[src/rtl/cpr_pacer.sv]
// CPR pacing sequencer: lamp test, then repeated compress/breathe sets with a
// pulse check every ROUNDS_PER_CHECK rounds; a debounced start press toggles sessions.
module cpr_pacer #(
    parameter int unsigned DEBOUNCE_LEN     = 3,
    parameter int unsigned LAMP_CYCLES      = 1000,
    parameter int unsigned BEAT_PERIOD      = 25_000_000,
    parameter int unsigned BEAT_ON          = 11_500_000,
    parameter int unsigned COMP_ADULT       = 30,
    parameter int unsigned COMP_CHILD       = 15,
    parameter int unsigned BREATHS          = 2,
    parameter int unsigned BREATH_PERIOD    = 50_000_000,
    parameter int unsigned BREATH_ON        = 25_000_000,
    parameter int unsigned ROUNDS_PER_CHECK = 5,
    parameter int unsigned CHECK_CYCLES     = 100_000_000
) (
    input  logic       clk,
    input  logic       rst,
    input  logic       start,
    input  logic       mode,
    output logic       compress_out,
    output logic       breath_out,
    output logic       pulse_out,
    output logic [2:0] state_out,
    output logic [7:0] comp_count,
    output logic [3:0] round_count,
    output logic [3:0] io_oeb,
    output logic       sync
);

    localparam logic [31:0] LAMP_LAST   = 32'(LAMP_CYCLES - 1);
    localparam logic [31:0] BEAT_LAST   = 32'(BEAT_PERIOD - 1);
    localparam logic [31:0] BREATH_LAST = 32'(BREATH_PERIOD - 1);
    localparam logic [31:0] CHECK_LAST  = 32'(CHECK_CYCLES - 1);
    localparam logic [31:0] BEAT_ON_T   = 32'(BEAT_ON);
    localparam logic [31:0] BREATH_ON_T = 32'(BREATH_ON);
    localparam logic [7:0]  COMP_A_N    = 8'(COMP_ADULT);
    localparam logic [7:0]  COMP_C_N    = 8'(COMP_CHILD);
    localparam logic [7:0]  BREATHS_N   = 8'(BREATHS);
    localparam logic [3:0]  ROUNDS_N    = 4'(ROUNDS_PER_CHECK);

    typedef enum logic [2:0] {
        ST_LAMP     = 3'd0,
        ST_IDLE     = 3'd1,
        ST_COMPRESS = 3'd2,
        ST_BREATHE  = 3'd3,
        ST_CHECK    = 3'd4
    } state_e;

    state_e                  state_q, state_d;
    logic [31:0]             t_q, t_d;
    logic [7:0]              comp_q, comp_d;
    logic [7:0]              brth_q, brth_d;
    logic [3:0]              round_q, round_d;
    logic                    mode_q, mode_d;
    logic [DEBOUNCE_LEN-1:0] sh_q, sh_d;
    logic                    deb_q, deb_d;
    logic                    press;
    logic [7:0]              comp_lim;

    // Debounce shift register; a press is the rising edge of "all samples high".
    generate
        if (DEBOUNCE_LEN == 1) begin : g_sh1
            assign sh_d = start;
        end else begin : g_shn
            assign sh_d = {sh_q[DEBOUNCE_LEN-2:0], start};
        end
    endgenerate

    assign deb_d    = &sh_q;
    assign press    = deb_d & ~deb_q;
    assign comp_lim = mode_q ? COMP_C_N : COMP_A_N;

    always_ff @(posedge clk) begin
        if (rst) begin
            state_q <= ST_LAMP;
            t_q     <= '0;
            comp_q  <= '0;
            brth_q  <= '0;
            round_q <= '0;
            mode_q  <= 1'b0;
            sh_q    <= '0;
            deb_q   <= 1'b0;
        end else begin
            state_q <= state_d;
            t_q     <= t_d;
            comp_q  <= comp_d;
            brth_q  <= brth_d;
            round_q <= round_d;
            mode_q  <= mode_d;
            sh_q    <= sh_d;
            deb_q   <= deb_d;
        end
    end

    always_comb begin
        state_d = state_q;
        t_d     = t_q;
        comp_d  = comp_q;
        brth_d  = brth_q;
        round_d = round_q;
        mode_d  = mode_q;
        case (state_q)
            ST_LAMP: begin
                if (t_q == LAMP_LAST) begin
                    state_d = ST_IDLE;
                    t_d     = '0;
                end else begin
                    t_d = t_q + 32'd1;
                end
            end
            ST_IDLE: begin
                t_d     = '0;
                comp_d  = '0;
                brth_d  = '0;
                round_d = '0;
                if (press) begin
                    mode_d  = mode;
                    state_d = ST_COMPRESS;
                end
            end
            ST_COMPRESS: begin
                if (t_q == BEAT_LAST) begin
                    t_d    = '0;
                    comp_d = comp_q + 8'd1;
                    if (comp_d == comp_lim) begin
                        state_d = ST_BREATHE;
                        brth_d  = '0;
                    end
                end else begin
                    t_d = t_q + 32'd1;
                end
            end
            ST_BREATHE: begin
                if (t_q == BREATH_LAST) begin
                    t_d    = '0;
                    brth_d = brth_q + 8'd1;
                    if (brth_d == BREATHS_N) begin
                        brth_d  = '0;
                        comp_d  = '0;
                        round_d = round_q + 4'd1;
                        state_d = (round_d == ROUNDS_N) ? ST_CHECK : ST_COMPRESS;
                    end
                end else begin
                    t_d = t_q + 32'd1;
                end
            end
            ST_CHECK: begin
                if (t_q == CHECK_LAST) begin
                    t_d     = '0;
                    round_d = '0;
                    state_d = ST_COMPRESS;
                end else begin
                    t_d = t_q + 32'd1;
                end
            end
            default: begin
                state_d = ST_IDLE;
                t_d     = '0;
                comp_d  = '0;
                brth_d  = '0;
                round_d = '0;
            end
        endcase
        // A press during a session aborts it, overriding any phase-end move.
        if (press && (state_q == ST_COMPRESS || state_q == ST_BREATHE || state_q == ST_CHECK)) begin
            state_d = ST_IDLE;
            t_d     = '0;
            comp_d  = '0;
            brth_d  = '0;
            round_d = '0;
        end
    end

    always_comb begin
        compress_out = 1'b0;
        breath_out   = 1'b0;
        pulse_out    = 1'b0;
        case (state_q)
            ST_LAMP: begin
                compress_out = 1'b1;
                breath_out   = 1'b1;
                pulse_out    = 1'b1;
            end
            ST_COMPRESS: compress_out = (t_q < BEAT_ON_T);
            ST_BREATHE:  breath_out   = (t_q < BREATH_ON_T);
            ST_CHECK:    pulse_out    = 1'b1;
            default: ;
        endcase
    end

    assign state_out   = state_q;
    assign comp_count  = comp_q;
    assign round_count = round_q;
    assign io_oeb      = 4'b0000;
    assign sync        = rst;

endmodule
[config.mk]
export PLATFORM = sky130hd
export DESIGN_NAME = cpr_pacer
export DESIGN_NICKNAME = d
export VERILOG_FILES = /design/src/rtl/cpr_pacer.sv
export SDC_FILE = /design/constraint.sdc
export NUM_CORES = 1
export LEC_CHECK = 0
export CORE_MARGIN = 4
export CORE_UTILIZATION = 50
export DETAILED_ROUTE_END_ITERATION = 8
export PLACE_DENSITY_LB_ADDON = 0.3
export SETUP_SLACK_MARGIN = 0.15
export SLEW_MARGIN = 30
export SYNTH_ARGS = -nofsm -noshare
export SYNTH_HDL_FRONTEND = slang
export SYNTH_SLANG_ARGS = --single-unit
[constraint.sdc]
create_clock -name clk -period 2.85 [get_ports clk]
set_input_delay 0.855 -clock clk [delete_from_list [all_inputs] [get_ports clk]]
set_output_delay 0.855 -clock clk [all_outputs]
set_load 0.03 [all_outputs]
==> results of run 1 <==
cell families after synthesis:
logic type	count (synthesis)
adders and majority gates	6
other	1
muxes	3
DFF	60
xor gates and xnor gates	34
and+or+nand+nor	219
buffers and inverters	32
AOI/OAI and AO/OA	66
flip-flops by register name (all words and copies together), names as in the netlist:
name         flops
t_q             32
brth_q           8
comp_count       8
round_count      4
sh_q             3
state_out        3
deb_q            1
mode_q           1
where the power goes:
part | total (mW) | internal (mW) | switching (mW)
registers | 0.854 | 0.845 | 0.00901
clock network | 0.875 | 0.514 | 0.361
logic | 0.154 | 0.0633 | 0.0911
layout make-up:
class                           instances  share of cell area [%]
Clock buffer                           10                    3.30
Clock inverter                          6                    2.10
Sequential cell                        60                    29.1
Tap cell                               77                    2.31
Timing Repair Buffer                   51                    11.2
Inverter                               12                    1.08
Multi-Input combinational cell        332                    50.9
path summary, 6_finish.rpt:
path	slack, ps	cells after the start	to	start
hold / removal	480	1	sh_q[1]	sh_q[0]
setup reg to reg	-10	11	comp_count[5]	t_q[9]
setup / recovery	-80	7	breath_out	t_q[9]
hold reg to reg	480	1	sh_q[1]	sh_q[0]
layout by cell type, fill, tap and decap left out, types with 3 or more instances in the layout:
| cell type | count |
|---|---|
| sky130_fd_sc_hd__nor2b_1 | 6 |
| sky130_fd_sc_hd__nor3_1 | 9 |
| sky130_fd_sc_hd__or3_4 | 4 |
| sky130_fd_sc_hd__or3_1 | 13 |
| sky130_fd_sc_hd__nand3_1 | 24 |
| sky130_fd_sc_hd__or3b_1 | 5 |
| sky130_fd_sc_hd__a21oi_2 | 3 |
| sky130_fd_sc_hd__buf_4 | 25 |
| sky130_fd_sc_hd__nand2b_1 | 4 |
| sky130_fd_sc_hd__nor2_1 | 60 |
| sky130_fd_sc_hd__conb_1 | 4 |
| sky130_fd_sc_hd__and3_1 | 8 |
| sky130_fd_sc_hd__nor4_1 | 3 |
| sky130_fd_sc_hd__nor4_4 | 3 |
| sky130_fd_sc_hd__nand4b_1 | 4 |
| sky130_fd_sc_hd__xor2_1 | 17 |
| sky130_fd_sc_hd__ha_1 | 6 |
| sky130_fd_sc_hd__a31oi_1 | 3 |
| sky130_fd_sc_hd__inv_1 | 12 |
| sky130_fd_sc_hd__clkdlybuf4s50_1 | 18 |
| sky130_fd_sc_hd__o21bai_1 | 3 |
| sky130_fd_sc_hd__nand2_1 | 36 |
| sky130_fd_sc_hd__or4_1 | 4 |
| sky130_fd_sc_hd__a21oi_1 | 25 |
| sky130_fd_sc_hd__dfxtp_2 | 5 |
| sky130_fd_sc_hd__nand4_1 | 10 |
| sky130_fd_sc_hd__buf_6 | 6 |
| sky130_fd_sc_hd__xnor2_1 | 17 |
| sky130_fd_sc_hd__clkinvlp_4 | 3 |
| sky130_fd_sc_hd__clkbuf_8 | 10 |
| sky130_fd_sc_hd__dfxtp_1 | 54 |
| sky130_fd_sc_hd__o21ai_0 | 18 |
Yosys cell counts, types with 9 or more instances:
cell type / instances / area share, %
sky130_fd_sc_hd__nor3_1: 11 / 1.7
sky130_fd_sc_hd__or3_1: 16 / 3.0
sky130_fd_sc_hd__inv_1: 12 / 1.4
sky130_fd_sc_hd__clkbuf_1: 10 / 1.1
sky130_fd_sc_hd__nor2_1: 62 / 7.0
sky130_fd_sc_hd__xnor2_1: 17 / 4.5
sky130_fd_sc_hd__and3_1: 9 / 1.7
sky130_fd_sc_hd__o21ai_0: 20 / 3.0
sky130_fd_sc_hd__xor2_1: 17 / 4.5
sky130_fd_sc_hd__nand2_1: 39 / 4.4
sky130_fd_sc_hd__a21oi_1: 28 / 4.2
sky130_fd_sc_hd__nand3_1: 25 / 3.8
sky130_fd_sc_hd__nand4_1: 10 / 1.9
sky130_fd_sc_hd__dfxtp_1: 60 / 36
what timing repair did:
item / CTS / global route
pin swaps: 17 / 16
buffers inserted: 4 / 7
cloned: 0 / 0
endpoints found under the setup margin: 2 / 24
hold buffers: 0 / 0
gates resized for setup: 13 / 34
critical path: cells and delay by family (launching register included):
kind / cells / cell delay, ps
buffers and inverters: 1 / 150
AOI/OAI and AO/OA: 3 / 410
DFF: 1 / 350
and+or+nand+nor: 3 / 810
metal layers:
layer | global-route usage, % | up-vias
met5 | 0 | -
met1 | 27.6 | 1518
li1 | - | 1560
met3 | 3.78 | 26
met2 | 32.5 | 120
met4 | 10.1 | 0
through the flow:
stage | util, % | cells | hold slack, ps | setup WS (ps)
2_1_floorplan | - | 424 | 426 | 211
3_3_place_gp | 57.5 | 521 | 440 | 191
3_5_place_dp | 57.5 | 521 | 455 | 147
4_1_cts | 62.2 | 541 | 484 | -93.0
5_1_grt | 65.3 | 548 | 506 | -164
6_report | 65.3 | 548 | 478 | -75.8
==> run metrics, run 1 <==
Detail Route met3 WL=roughly 430 um; largest family of logic cells by synthesized area=simple AND/OR/NAND/NOR gates; data required time at the worst endpoint=roughly 2000 ps; ratio of cells with drive above 1 in the final layout=a little under a fifth; Die H=89.3 um; detailed-router iteration count before antenna repair=5; aggregate negative setup slack=-89.1 ps; placed standard-cell area=~0.0037 mm2; maximum VDD drop=around 0.41 mV; Port-buffer cells=22; largest net degree at the start of global routing=32; adder and majority cell fraction of the synthesized area=under 10%; Post-layout nets=about 480; leakage power total=1.45 nW; basic-gate share of the synthesized area counting and, or, nand and nor cells=35.2%; number of global-route vias before repair=about 2900; post-route standard cell area excluding fillers=~0.0042 mm2; delay contributed by the slowest stage of the critical path=around 370 ps; initial antenna violation count=0; Yosys warning total=0; cell count after synthesis=about 420; compound-cell area share of the yosys netlist=11.5%; total via count after detailed routing=around 3200; number of buffers on the longest clock path=2; final weighted congestion in routability-driven placement=between 0.8 and 0.9; clock slew seen by the registers of the worst setup and hold paths=around 80 ps; average footprint of a synthesized cell=7.86 um2; Crit Path Max Fanout=2; wire length per cell=15.2 um; critical path's most frequent cell=sky130_fd_sc_hd__or3_4; Area Overhead vs Synth=26.0%; setup repair after global routing missed its margin=yes; share of synthesized area spent on multiplexers=~1.1%; number of H-tree levels=3; area inside the core boundary=around 0.0064 mm2; critical path startpoint category=flip-flop; number of max-slew violations in the final report=0; number of synthesized flops with an enable pin=0; min cycle time layout=just under 3000 ps; Pwr Density=452 mW/mm2; Final HPWL DP=~5.4 mm; critical path endpoint category=primary output; remaining number of nets flagged by the antenna check after routing=0; outcome=complete, but fails checks; Initial Utilization=approximately half; global-route usage over all layers=roughly a fifth; sequential cell area in the final layout=0.00121 mm2; fraction of synthesized cell area in xor and xnor cells=about 9%; number of antenna diodes=0; die extent in x=slightly below 90 um; Worst Setup Slack, final=-75.8 ps; starting DRC count in detailed routing=between 200 and 300; path class of the lowest-slack min-delay path=reg -> reg; final wirelength=8.31 mm; slowest cell on the critical path=sky130_fd_sc_hd__or3_4; Std-Cell Rows=29; total power draw=1.88 mW; met1 wire length=~3.7 mm; DR DRC count=0; data arrival time of the critical path=~2100 ps; total I/O pin count=27; Num CTS Buffers=9; fraction of registers with async set or reset after synthesis=0%; clk_skew=about 13 ps; worst skew pair latency=around 350 ps; Die ar.=0.00798 mm2; upper clock frequency limit=between 0.3 and 0.4 GHz; part of the cycle the worst path needs=103%; # setup viols final=2; fillers=522; top routing layer in use=met4; number of synthesized register bits=60; CTS tree=built; endpoints failing hold=0; area occupied by multi-input gates=about 0.0021 mm2; synthesized cell area=roughly 0.0033 mm2; vias per std cell=around 5.9; first-pass GRT wire length=between 10 and 15 mm; failing checks=setup timing; class of the most critical setup path=reg -> out; count of distinct cell types in the synthesized netlist=53; Overflow after GRT=0; sequential share of the synthesized area=a little over a third; Clock Tree Root=sky130_fd_sc_hd__clkbuf_8; crit-path cells=or3_4 -> or3_4 -> a21o_1 -> a22oi_2 -> nand3_1 -> o21ai_2 -> buf_6; dominant synthesized flop cell=sky130_fd_sc_hd__dfxtp_1; routed wire length on met2=~4 mm; MaxCap Viol Count=0; clock sink total=60
Note: power is estimated with default switching activity, not from simulation.
==> run 2: changes to the inputs <==
--- a/config.mk
+++ b/config.mk
@@ -6,10 +6,11 @@
 export NUM_CORES = 1
 export LEC_CHECK = 0
 export CORE_MARGIN = 4
-export CORE_UTILIZATION = 50
+export CORE_UTILIZATION = 58
 export DETAILED_ROUTE_END_ITERATION = 8
 export PLACE_DENSITY_LB_ADDON = 0.3
 export SETUP_SLACK_MARGIN = 0.15
+export SKIP_CTS_REPAIR_TIMING = 1
 export SLEW_MARGIN = 30
 export SYNTH_ARGS = -nofsm -noshare
 export SYNTH_HDL_FRONTEND = slang
==> run metrics, run 2 (same netlist as run 1, synthesis figures left out) <==
outcome=complete, but fails checks; failing checks=setup timing; crit-path cells=or3_4 -> or3_4 -> a21o_1 -> a22oi_1 -> nand3_1 -> o21ai_1 -> buf_4; fillers=429 (-18%); min cycle time layout=2980 ps (+52.9 ps); Crit Path Max Fanout=4 (+2); most common cell after layout, fill and taps aside=sky130_fd_sc_hd__nor2_1; core occupancy in the finished layout=71.1% (+5.8 points); critical path endpoint category=primary output; non-filler cells, final=530 (-3.3%); slowest cell on the critical path=sky130_fd_sc_hd__or3_4; vias per std cell=5.93 (+0.86%); Num CTS Buffers=9 (unchanged); leakage power total=1.35 nW (-6.5%); most used cells in the layout excluding fill and tap cells=sky130_fd_sc_hd__nor2_1, sky130_fd_sc_hd__dfxtp_1, sky130_fd_sc_hd__nand2_1; Std-Cell Rows=27 (-6.9%); initial antenna violation count=0 (unchanged); Final HPWL DP=5.42 mm (+0.91%); post-route standard cell area excluding fillers=0.00392 mm2 (-6.1%); MaxCap Viol Count=0 (unchanged); ratio of cells with drive above 1 in the final layout=13.1% (-5.6 points); number of buffers on the longest clock path=2 (unchanged); final wirelength=7.93 mm (-4.6%); Clock Tree Root=sky130_fd_sc_hd__clkbuf_8; largest net degree at the start of global routing=32 (unchanged); clock slew seen by the registers of the worst setup and hold paths=70 ps (about the same); total via count after detailed routing=3145 (-2.5%); Area Overhead vs Synth=18.4%; data arrival time of the critical path=2120 ps (+50 ps); setup repair after global routing missed its margin=yes; clock sink total=60 (unchanged); Die H=83.5 um (-6.5%); Die ar.=0.00698 mm2 (-13%); Post-layout nets=463 (-2.7%); # setup viols final=1 (-1); max_slew headroom=roughly 65%; detailed-router iteration count before antenna repair=5 (unchanged); first-pass GRT wire length=13.4 mm (+2.1%); endpoints failing hold=0 (unchanged); number of H-tree levels=3 (unchanged); max FFs per register=32 (unchanged); upper clock frequency limit=0.336 GHz (-1.8%); placed standard-cell area=0.00364 mm2 (-0.78%); path class of the lowest-slack min-delay path=reg -> reg; part of the cycle the worst path needs=105% (+1.9 points); global-route usage over all layers=23.2% (+2.4 points); total I/O pin count=27 (unchanged); register with the most flip-flops=t_q; CTS tree=built; total buffers and inverters traversed by the critical path=1 (unchanged); remaining number of nets flagged by the antenna check after routing=0 (unchanged); Hold Worst Slack=459 ps (-19.8 ps); cell count after placement=513 (-1.5%); area inside the core boundary=0.00551 mm2 (-14%); Overflow after GRT=0 (unchanged); clk_skew=4.98 ps (-7.92 ps); Initial Utilization=60.1% (+8.3 points); number of antenna diodes=0 (unchanged); critical path startpoint category=flip-flop; delay contributed by the slowest stage of the critical path=380 ps (about the same); Pwr Density=451 mW/mm2 (-0.22%); worst setup slack for register-to-register paths=100 ps (+110 ps); wire length per cell=15.0 um (-1.3%); DR DRC count=0 (unchanged); number of max-slew violations in the final report=0 (unchanged); number of global-route vias before repair=2931 (+2.2%); die extent in x=83.5 um (-6.5%); slew at the pin closest to its max-slew limit=approximately 530 ps; Port-buffer cells=22 (unchanged); final weighted congestion in routability-driven placement=0.892 (+3.3%); critical path's most frequent cell=sky130_fd_sc_hd__or3_4; worst skew pair latency=350 ps (about the same); class of the most critical setup path=reg -> out; Worst Setup Slack, final=-129 ps (-52.9 ps); data required time at the worst endpoint=2000 ps (about the same); Worst path top cell family by delay=simple AND/OR/NAND/NOR gates; maximum VDD drop=0.351 mV (-14%); total power draw=1.76 mW (-6.3%); starting DRC count in detailed routing=277 (+3.4%)
## run 2: final cells by class
type                    instances  area, um2  area share [%]
repair buffers                 38        345            8.82
well taps                      72       90.1            2.30
flip-flops and latches         60       1210            30.8
inverters                      12       45.0            1.15
multi-input cells             332       2030            51.7
clock buffers                  12        155            3.96
clock inverters                 4       47.5            1.21
## run 2: routing by layer
| metal | vias up | routed length [um] | global-route usage [%] |
|---|---|---|---|
| met1 | 1483 | 3660 | 31.7 |
| met4 | 0 | 119 | 10.5 |
| met3 | 10 | 501 | 4.05 |
| met2 | 109 | 3650 | 35.9 |
| li1 | 1543 | - | - |
| met5 | - | 0 | 0 |
## run 2: worst paths after layout
kind / cells past startpoint / end / from
setup reg to reg: 8 / comp_count[7] / t_q[21]
hold reg to reg: 1 / t_q[0] / t_q[0]
setup / recovery: 7 / breath_out / t_q[8]
hold / removal: 1 / t_q[0] / t_q[0]
## run 2: worst register-to-register path, stage by stage, from the launching register on
cell and delay (ps):
sky130_fd_sc_hd__dfxtp_1 400, sky130_fd_sc_hd__and2_1 200, sky130_fd_sc_hd__and3_1 280, sky130_fd_sc_hd__nor4b_1 360, sky130_fd_sc_hd__a21oi_1 250, sky130_fd_sc_hd__nor3_4 300
sky130_fd_sc_hd__nand4_2 230, sky130_fd_sc_hd__or4_1 550, sky130_fd_sc_hd__a21oi_1 140
## run 2: power breakdown
| part | leakage (nW) | switching (mW) | internal (mW) |
|---|---|---|---|
| Clock | 0.102 | 0.342 | 0.448 |
| Combinational | 0.765 | 0.0783 | 0.0427 |
| Sequential | 0.486 | 0.00844 | 0.845 |
## run 2: stage by stage
stage / setup slack (ps) / TNS [ps]
finish: -129 / -129
global route: -185 / -292
CTS: -183 / -183
detailed placement: 175 / 0
global placement: 218 / 0
floorplan: 211 / 0
==> run 3: changes to the inputs <==
--- a/config.mk
+++ b/config.mk
@@ -5,8 +5,10 @@
 export SDC_FILE = /design/constraint.sdc
 export NUM_CORES = 1
 export LEC_CHECK = 0
+export CORE_ASPECT_RATIO = 1.25
 export CORE_MARGIN = 4
-export CORE_UTILIZATION = 58
+export CORE_UTILIZATION = 60
+export CTS_BUF_LIST = sky130_fd_sc_hd__clkbuf_8
 export DETAILED_ROUTE_END_ITERATION = 8
 export PLACE_DENSITY_LB_ADDON = 0.3
 export SETUP_SLACK_MARGIN = 0.15
==> run metrics, run 3 (same netlist as run 1, synthesis figures left out) <==
number of antenna diodes=0 (unchanged); Std-Cell Rows=29 (+7.4%); Area Overhead vs Synth=24.7%; MaxCap Viol Count=0 (unchanged); part of the power in combinational logic=9.1% (+2.2 points); Port-buffer cells=22 (unchanged); part of the cycle the worst path needs=103% (-1.5 points); hold path startpoint=brth_q[1]; cell count after placement=506 (-1.4%); Pwr Density=406 mW/mm2 (-9.8%); post-route standard cell area excluding fillers=0.00412 mm2 (+5.3%); detailed-router iteration count before antenna repair=5 (unchanged); path class of the lowest-slack min-delay path=reg -> reg; setup repair after global routing missed its margin=yes; outcome=complete, but fails checks; Clock Tree Root=sky130_fd_sc_hd__clkbuf_8; clock slew seen by the registers of the worst setup and hold paths=70 ps (about the same); Initial Utilization=63.3% (+3.2 points); core occupancy in the finished layout=78.9% (+7.8 points); Final HPWL DP=5.56 mm (+2.7%); P_int=1.24 mW (-7.5%); worst skew pair latency=340 ps (about the same); aggregate negative setup slack=-85.6 ps (+43.1 ps); clock sink total=60 (unchanged); critical path startpoint category=flip-flop; Die ar.=0.00677 mm2 (-2.9%); CTS tree=built; Switching Power=0.441 mW (+2.9%); vias per std cell=6.08 (+2.5%); fraction of power spent switching nets=26.3% (+2.0 points); global-route usage over all layers=24.3% (+1.1 points); sequential share of power=51.0% (+2.6 points); most used cells in the layout excluding fill and tap cells=sky130_fd_sc_hd__nor2_1, sky130_fd_sc_hd__dfxtp_1, sky130_fd_sc_hd__nand2_1; data required time at the worst endpoint=2000 ps (about the same); Worst Setup Slack, final=-85.6 ps (+43.1 ps); Crit Path Max Fanout=3 (-1); data arrival time of the critical path=2080 ps (-40 ps); final wirelength=8.37 mm (+5.6%); starting DRC count in detailed routing=245 (-12%); register with the most flip-flops=t_q; Die H=91.0 um (+9.0%); endpoints failing hold=0 (unchanged); initial antenna violation count=0 (unchanged); Critical Path Source=t_q[9]; total via count after detailed routing=3241 (+3.1%); placed standard-cell area=0.00365 mm2 (+0.27%); min cycle time layout=2940 ps (-43.1 ps); area inside the core boundary=0.00523 mm2 (-5.1%); final weighted congestion in routability-driven placement=0.971 (+8.8%); Overflow after GRT=0 (unchanged); # setup viols final=1 (unchanged); upper clock frequency limit=0.341 GHz (+1.5%); die extent in x=74.4 um (-11%); remaining number of nets flagged by the antenna check after routing=0 (unchanged); clk_skew=6.11 ps (+1.13 ps); most common cell after layout, fill and taps aside=sky130_fd_sc_hd__nor2_1; number of global-route vias before repair=2965 (+1.2%); Post-layout nets=476 (+2.8%); wire length per cell=15.7 um (+5.0%); number of H-tree levels=3 (unchanged); total I/O pin count=27 (unchanged); first-pass GRT wire length=13.4 mm (about the same); power share of the clock group=39.8% (-5.0 points); number of buffers on the longest clock path=2 (unchanged); failing checks=setup timing; critical path endpoint category=primary output; maximum VDD drop=0.333 mV (-5.2%); largest net degree at the start of global routing=32 (unchanged); Num CTS Buffers=9 (unchanged); leakage power total=1.43 nW (+5.9%); non-filler cells, final=533 (+0.57%); max FFs per register=32 (unchanged); class of the most critical setup path=reg -> out; ratio of cells with drive above 1 in the final layout=19.5% (+6.4 points); number of max-slew violations in the final report=0 (unchanged); DR DRC count=0 (unchanged); startpoint of the worst-slack reg-to-reg timing path=t_q[9]; total power draw=1.68 mW (-5.0%)
[run 3: cell types whose count changed in the layout (fill, tap and decap cells not counted), moves of 6 or more]
cell	change
sky130_fd_sc_hd__a21oi_1	-8
sky130_fd_sc_hd__a21oi_2	+8
sky130_fd_sc_hd__buf_4	+6
sky130_fd_sc_hd__buf_6	+6
[run 3: routing by layer]
layer	part of all wire (%)	track usage (%)
met2	50	39.4
met4	3.5	8.01
met5	0	0
met1	41	31.3
met3	5.7	5.64
[run 3: cell type report]
class	count	area, um2
clock buffer	10	138
fill	351	1100
multi-input combinational	333	2160
sequential	60	1210
clock inverter	6	32.5
inverter	12	45.0
tap	62	77.6
timing repair buffer	50	460
[run 3: metrics by stage]
step | setup WS, ps | hold WS, ps
floorplan | 211 | 426
global placement | 157 | 439
detailed placement | 108 | 449
CTS | -224 | 466
global route | -163 | 502
finish | -85.6 | 487
[run 3: path summary, 6_finish.rpt]
path	end	slack, ps	cells after the start
max	breath_out	-90	7
min	brth_q[1]	490	2
max reg2reg	comp_count[4]	80	11
min reg2reg	brth_q[1]	490	2
[run 3: critical path: stages (launching register included)]
cell	delay [ps]
sky130_fd_sc_hd__dfxtp_4	340
sky130_fd_sc_hd__or3_4	380
sky130_fd_sc_hd__or3_4	380
sky130_fd_sc_hd__a21o_1	160
sky130_fd_sc_hd__a22oi_1	130
sky130_fd_sc_hd__nand3_1	110
sky130_fd_sc_hd__o21ai_2	80
sky130_fd_sc_hd__buf_6	150
[run 3: power by group through the flow]
stage | logic [mW] | clock network, mW | registers (mW)
after global routing | 0.163 | 0.724 | 0.856
after floorplan | 0.0781 | 0 | 0.875
after detailed placement | 0.118 | 0 | 0.874
after CTS | 0.118 | 0.671 | 0.855
after global placement | 0.116 | 0 | 0.874
final | 0.153 | 0.668 | 0.856
==> patch 1: new RTL, config.mk and constraints of run 1 <==
`t_q` no longer has a reset.
--- a/src/rtl/cpr_pacer.sv
+++ b/src/rtl/cpr_pacer.sv
@@ -73,7 +73,6 @@
     always_ff @(posedge clk) begin
         if (rst) begin
             state_q <= ST_LAMP;
-            t_q     <= '0;
             comp_q  <= '0;
             brth_q  <= '0;
             round_q <= '0;
@@ -82,7 +81,6 @@
             deb_q   <= 1'b0;
         end else begin
             state_q <= state_d;
-            t_q     <= t_d;
             comp_q  <= comp_d;
             brth_q  <= brth_d;
             round_q <= round_d;
@@ -90,6 +88,10 @@
             sh_q    <= sh_d;
             deb_q   <= deb_d;
         end
+    end
+
+    always_ff @(posedge clk) begin
+        t_q <= t_d;
     end
 
     always_comb begin
Formal check against the unedited RTL: same outputs for any inputs over 10 cycles, from zero or initial values and one cycle with rst high; that may be too few to reach the edited logic, so the function may still have changed.
==> patch 1 against run 1 <==
Via count increased by 0.37%; cell area decreased by 3.2%; sequential cell count unchanged; sequential power increased by 19%; area after synthesis increased by 5.0%; sequential share of layout area increased by 1.2 points; setup slack improved by 0.29 ns; power increased by 5.3%; first-iteration DRC count decreased by 44%; routed wire length decreased by 1.4%; clock skew decreased by 0.0028 ns; critical endpoint is now pulse_out; combinational power increased by 48%; critical path depth decreased by 5; fmax increased by 11%.
==> patch 1: results (changes against run 1) <==
The flow ran to the end, and the final reports show no timing, DRC or antenna violations. The tools report the maximum vdd ir drop as 0.3742 mV (-8.0%). The largest fanout on the critical path came out at 10 (+8).

Ranked by instance count, the synthesized netlist is headed by sky130_fd_sc_hd__dfxtp_1 (60), sky130_fd_sc_hd__nor2_1 (57), sky130_fd_sc_hd__nand2_1 (27). The run gives 364 um (-15%) as the met3 wirelength from detailed routing. The average cell area after synthesis came out at 8.003 um^2 (+1.8%). Detailed-route wire length per cell: 15.15 um (-0.11%).

Cell-internal power: 1433 uW (+0.80%). The cell with the largest stage delay on the worst path is sky130_fd_sc_hd__clkdlybuf4s50_1. The count of non-CTS buffers in the layout works out to 39 (-24%).

The largest clock skew in the final design was 0.01010 ns (-0.002794 ns). Buffer share of cell area: 0.08739 (-0.02486). The number of non-clock inverters in the layout is 13 (+1). The first-pass GRT wire length is 14140 um (+8.1%), and the share of the final layout cell area in multi-input gates is 0.5277 (+0.01843). The overall track demand over capacity in global routing was 0.2052 (-0.002948). The clock edge transition at the registers on the reported setup and hold paths was 0.06 ns (-0.02 ns); the standard cell area after detailed placement was 0.003776 mm^2 (+2.8%).

The detailed-router iteration count before antenna repair is 4 (-1). The clock-cell share of area is 0.04524 (-0.008778), and the met2 track demand over resource in global routing is 0.3158 (-0.009092). The placer's final routability congestion estimate came out at 0.9249 (+7.1%). The logs give 3930 um (+6.7%) for the wire length on met1 and 0.001448 uW (about the same) for the leakage dissipation.

The via total after detailed routing is 3236 (+0.37%). The logs give 5860 um (+9.2%) for the sum of net half-perimeters after detailed placement and 3765 um (-4.6%) for the met2 wire length. The tools report the number of DRC markers in iteration 0 as 151 (-44%).
## patch 1: changes by cell type in the layout (fill, tap and decap cells not counted), moves of 6 or more
cell                             run 1  this run
sky130_fd_sc_hd__or4_1               4        10
sky130_fd_sc_hd__buf_6               6         0
sky130_fd_sc_hd__nand4_1            10        18
sky130_fd_sc_hd__buf_4              25        19
sky130_fd_sc_hd__or3_1              13         7
sky130_fd_sc_hd__nand2_1            36        27
sky130_fd_sc_hd__dfxtp_1            54        45
sky130_fd_sc_hd__o21ai_0            18         8
sky130_fd_sc_hd__o31ai_1             1         8
sky130_fd_sc_hd__a21oi_1            25        19
sky130_fd_sc_hd__dfxtp_2             5        14
## patch 1: power by group through the flow
stage               sequential, uW  clock, uW  combinational, uW
finish                        1020        731                228
global route                  1040        789                266
CTS                           1010        749                220
detailed placement            1030          0                218
global placement              1020          0                215
floorplan                      981          0                209
## patch 1: critical path: cells and delay by family, from the launching register on
kind / cells / cell delay (ns)
buffers and inverters: 1 / 0.75
flip-flops: 1 / 0.37
AND/OR/NAND/NOR: 1 / 0.32
## patch 1: final timing paths
kind / startpoint / to / slack (ns) / cells after the start
worst max-delay path: state_out[0] / pulse_out / 0.22 / 2
worst min-delay path: t_q[0] / t_q[0] / 0.46 / 1
worst max register to register: t_q[0] / comp_count[6] / 0.32 / 7
worst min register to register: t_q[0] / t_q[0] / 0.46 / 1
## patch 1: cell families after synthesis
family | after synthesis | synth area share
and+or+nand+nor | 220 | 0.3505
adders and majority gates | 6 | 0.02161
other | 1 | 0.001080
DFF | 60 | 0.3458
buffers and inverters | 44 | 0.05836
muxes | 2 | 0.005764
xor gates and xnor gates | 33 | 0.08321
AOI/OAI and AO/OA | 68 | 0.1336
==> patch 2: new RTL, flow settings as in run 1 <==
Without the edit above. Set the parameter `DEBOUNCE_LEN` to 6 (it was 3).
--- a/src/rtl/cpr_pacer.sv
+++ b/src/rtl/cpr_pacer.sv
@@ -1,7 +1,7 @@
 // CPR pacing sequencer: lamp test, then repeated compress/breathe sets with a
 // pulse check every ROUNDS_PER_CHECK rounds; a debounced start press toggles sessions.
 module cpr_pacer #(
-    parameter int unsigned DEBOUNCE_LEN     = 3,
+    parameter int unsigned DEBOUNCE_LEN     = 6,
     parameter int unsigned LAMP_CYCLES      = 1000,
     parameter int unsigned BEAT_PERIOD      = 25_000_000,
     parameter int unsigned BEAT_ON          = 11_500_000,
Check against the original RTL: same outputs for any inputs over 10 cycles, from zero or initial values and one cycle with rst high; that may be too few to reach the edited logic, so the function may still have changed.
==> patch 2 against run 1 <==
Sequential power grew 4.4%; sequential cell count grew 3; worst hold slack lost 0.016 ns; first-iteration DRC count shrank 47%; area after synthesis grew 5.8%; cell area is essentially flat; clock skew shrank 0.0054 ns; register-to-register slack gained 0.12 ns; power shrank 9.9%; routed wire length shrank 8.1%; setup slack gained 0.18 ns; die area grew 5.3%; critical path type unchanged; critical endpoint unchanged; largest cell class unchanged; largest power group is now registers.
==> patch 2: results (changes against run 1) <==
Met2 track demand over resource in global routing: 0.3092 (-0.01566). The run gives 0.11 ns (+0.12 ns) as the minimum setup slack among reg-to-reg paths. Final cell count without fillers: 570 (+4.0%). The logs give 5293 um (-1.4%) for the sum of net half-perimeters after detailed placement and 0.05086 (+0.01307) for the met3 global-route usage. The worst hold slack after final layout is 0.4621 ns (-0.01639 ns). The endpoint identified for the worst register-to-register timing path is brth_q[5]. The minimum period implied by the final worst setup slack works out to 2.745 ns (-0.1805 ns). The global-route track usage on met1 is 0.2398 (-0.03626), and the met2 wire length is 3617 um (-8.3%). For the net count of the finished layout, the log shows 482 (+1.3%).

The pre-CTS setup slack was 0.1023 ns (-0.04519 ns); the total routed wirelength was 7637 um (-8.1%). Sorting the synthesized cells by area gives the leading types as sky130_fd_sc_hd__dfxtp_1 (36%), sky130_fd_sc_hd__xor2_1 (6.3%), sky130_fd_sc_hd__nor2_1 (6.1%). The worst hold path startpoint is t_q[0]. The met3 wirelength from detailed routing is 246 um (-43%).

The flow ran to the end, and the final reports show no timing, DRC or antenna violations. The run gives 13100 um (+0.21%) as the first-pass GRT wire length. The startpoint identified for the worst register-to-register timing path is t_q[10]. Counting instances in the post-synthesis netlist gives the leading cell types as sky130_fd_sc_hd__dfxtp_1 (63), sky130_fd_sc_hd__nor2_1 (57), sky130_fd_sc_hd__nand2_1 (32). The run gives 3654 um (-0.79%) as the wire length on met1. The run gives 0.001533 uW (+5.9%) as the leakage dissipation.

The run gives 0.3604 (-0.002700) as the sequential fraction of the synthesis area. The tools report the summed negative setup slack over all endpoints as 0 ns (+0.08909 ns). The run gives 429 (+1.9%) as the number of standard cells after synthesis. The path with the worst hold slack has its endpoint at t_q[0].
## patch 2: cell types whose count changed in the layout (fill, tap and decap cells not counted), sizes merged, moves of 5 or more
cell and change:
xnor2 -5, nor2 -5, xor2 +8, nand2 -7, or3b -5, and4 +6, nor2b +7
## patch 2: report_power, final
group,switching [uW],internal [uW]
Clock,321,371
Combinational,71.8,41.7
Sequential,6.90,885
## patch 2: timing repair
item,CTS,global route
resized for setup,17,17
cloned,0,0
setup buffers,3,8
pin swaps,4,11
endpoints found under the setup margin,6,22
## patch 2: logic make-up after synthesis
logic type	count (synthesis)	share of synthesized area
other cells	1	0.001072
compound gates	66	0.1201
fa+ha+maj	6	0.02145
xor+xnor	37	0.09260
buf+inv	32	0.05899
flops	63	0.3604
mux	3	0.008938
simple gates	221	0.3364
## patch 2: final cells by class
class / instances / area share
timing repair buffer: 51 / 0.1086
tap: 96 / 0.02879
multi-input combinational: 337 / 0.5060
clock buffer: 12 / 0.03959
clock inverter: 1 / 0.001200
inverter: 10 / 0.008998
sequential: 63 / 0.3068
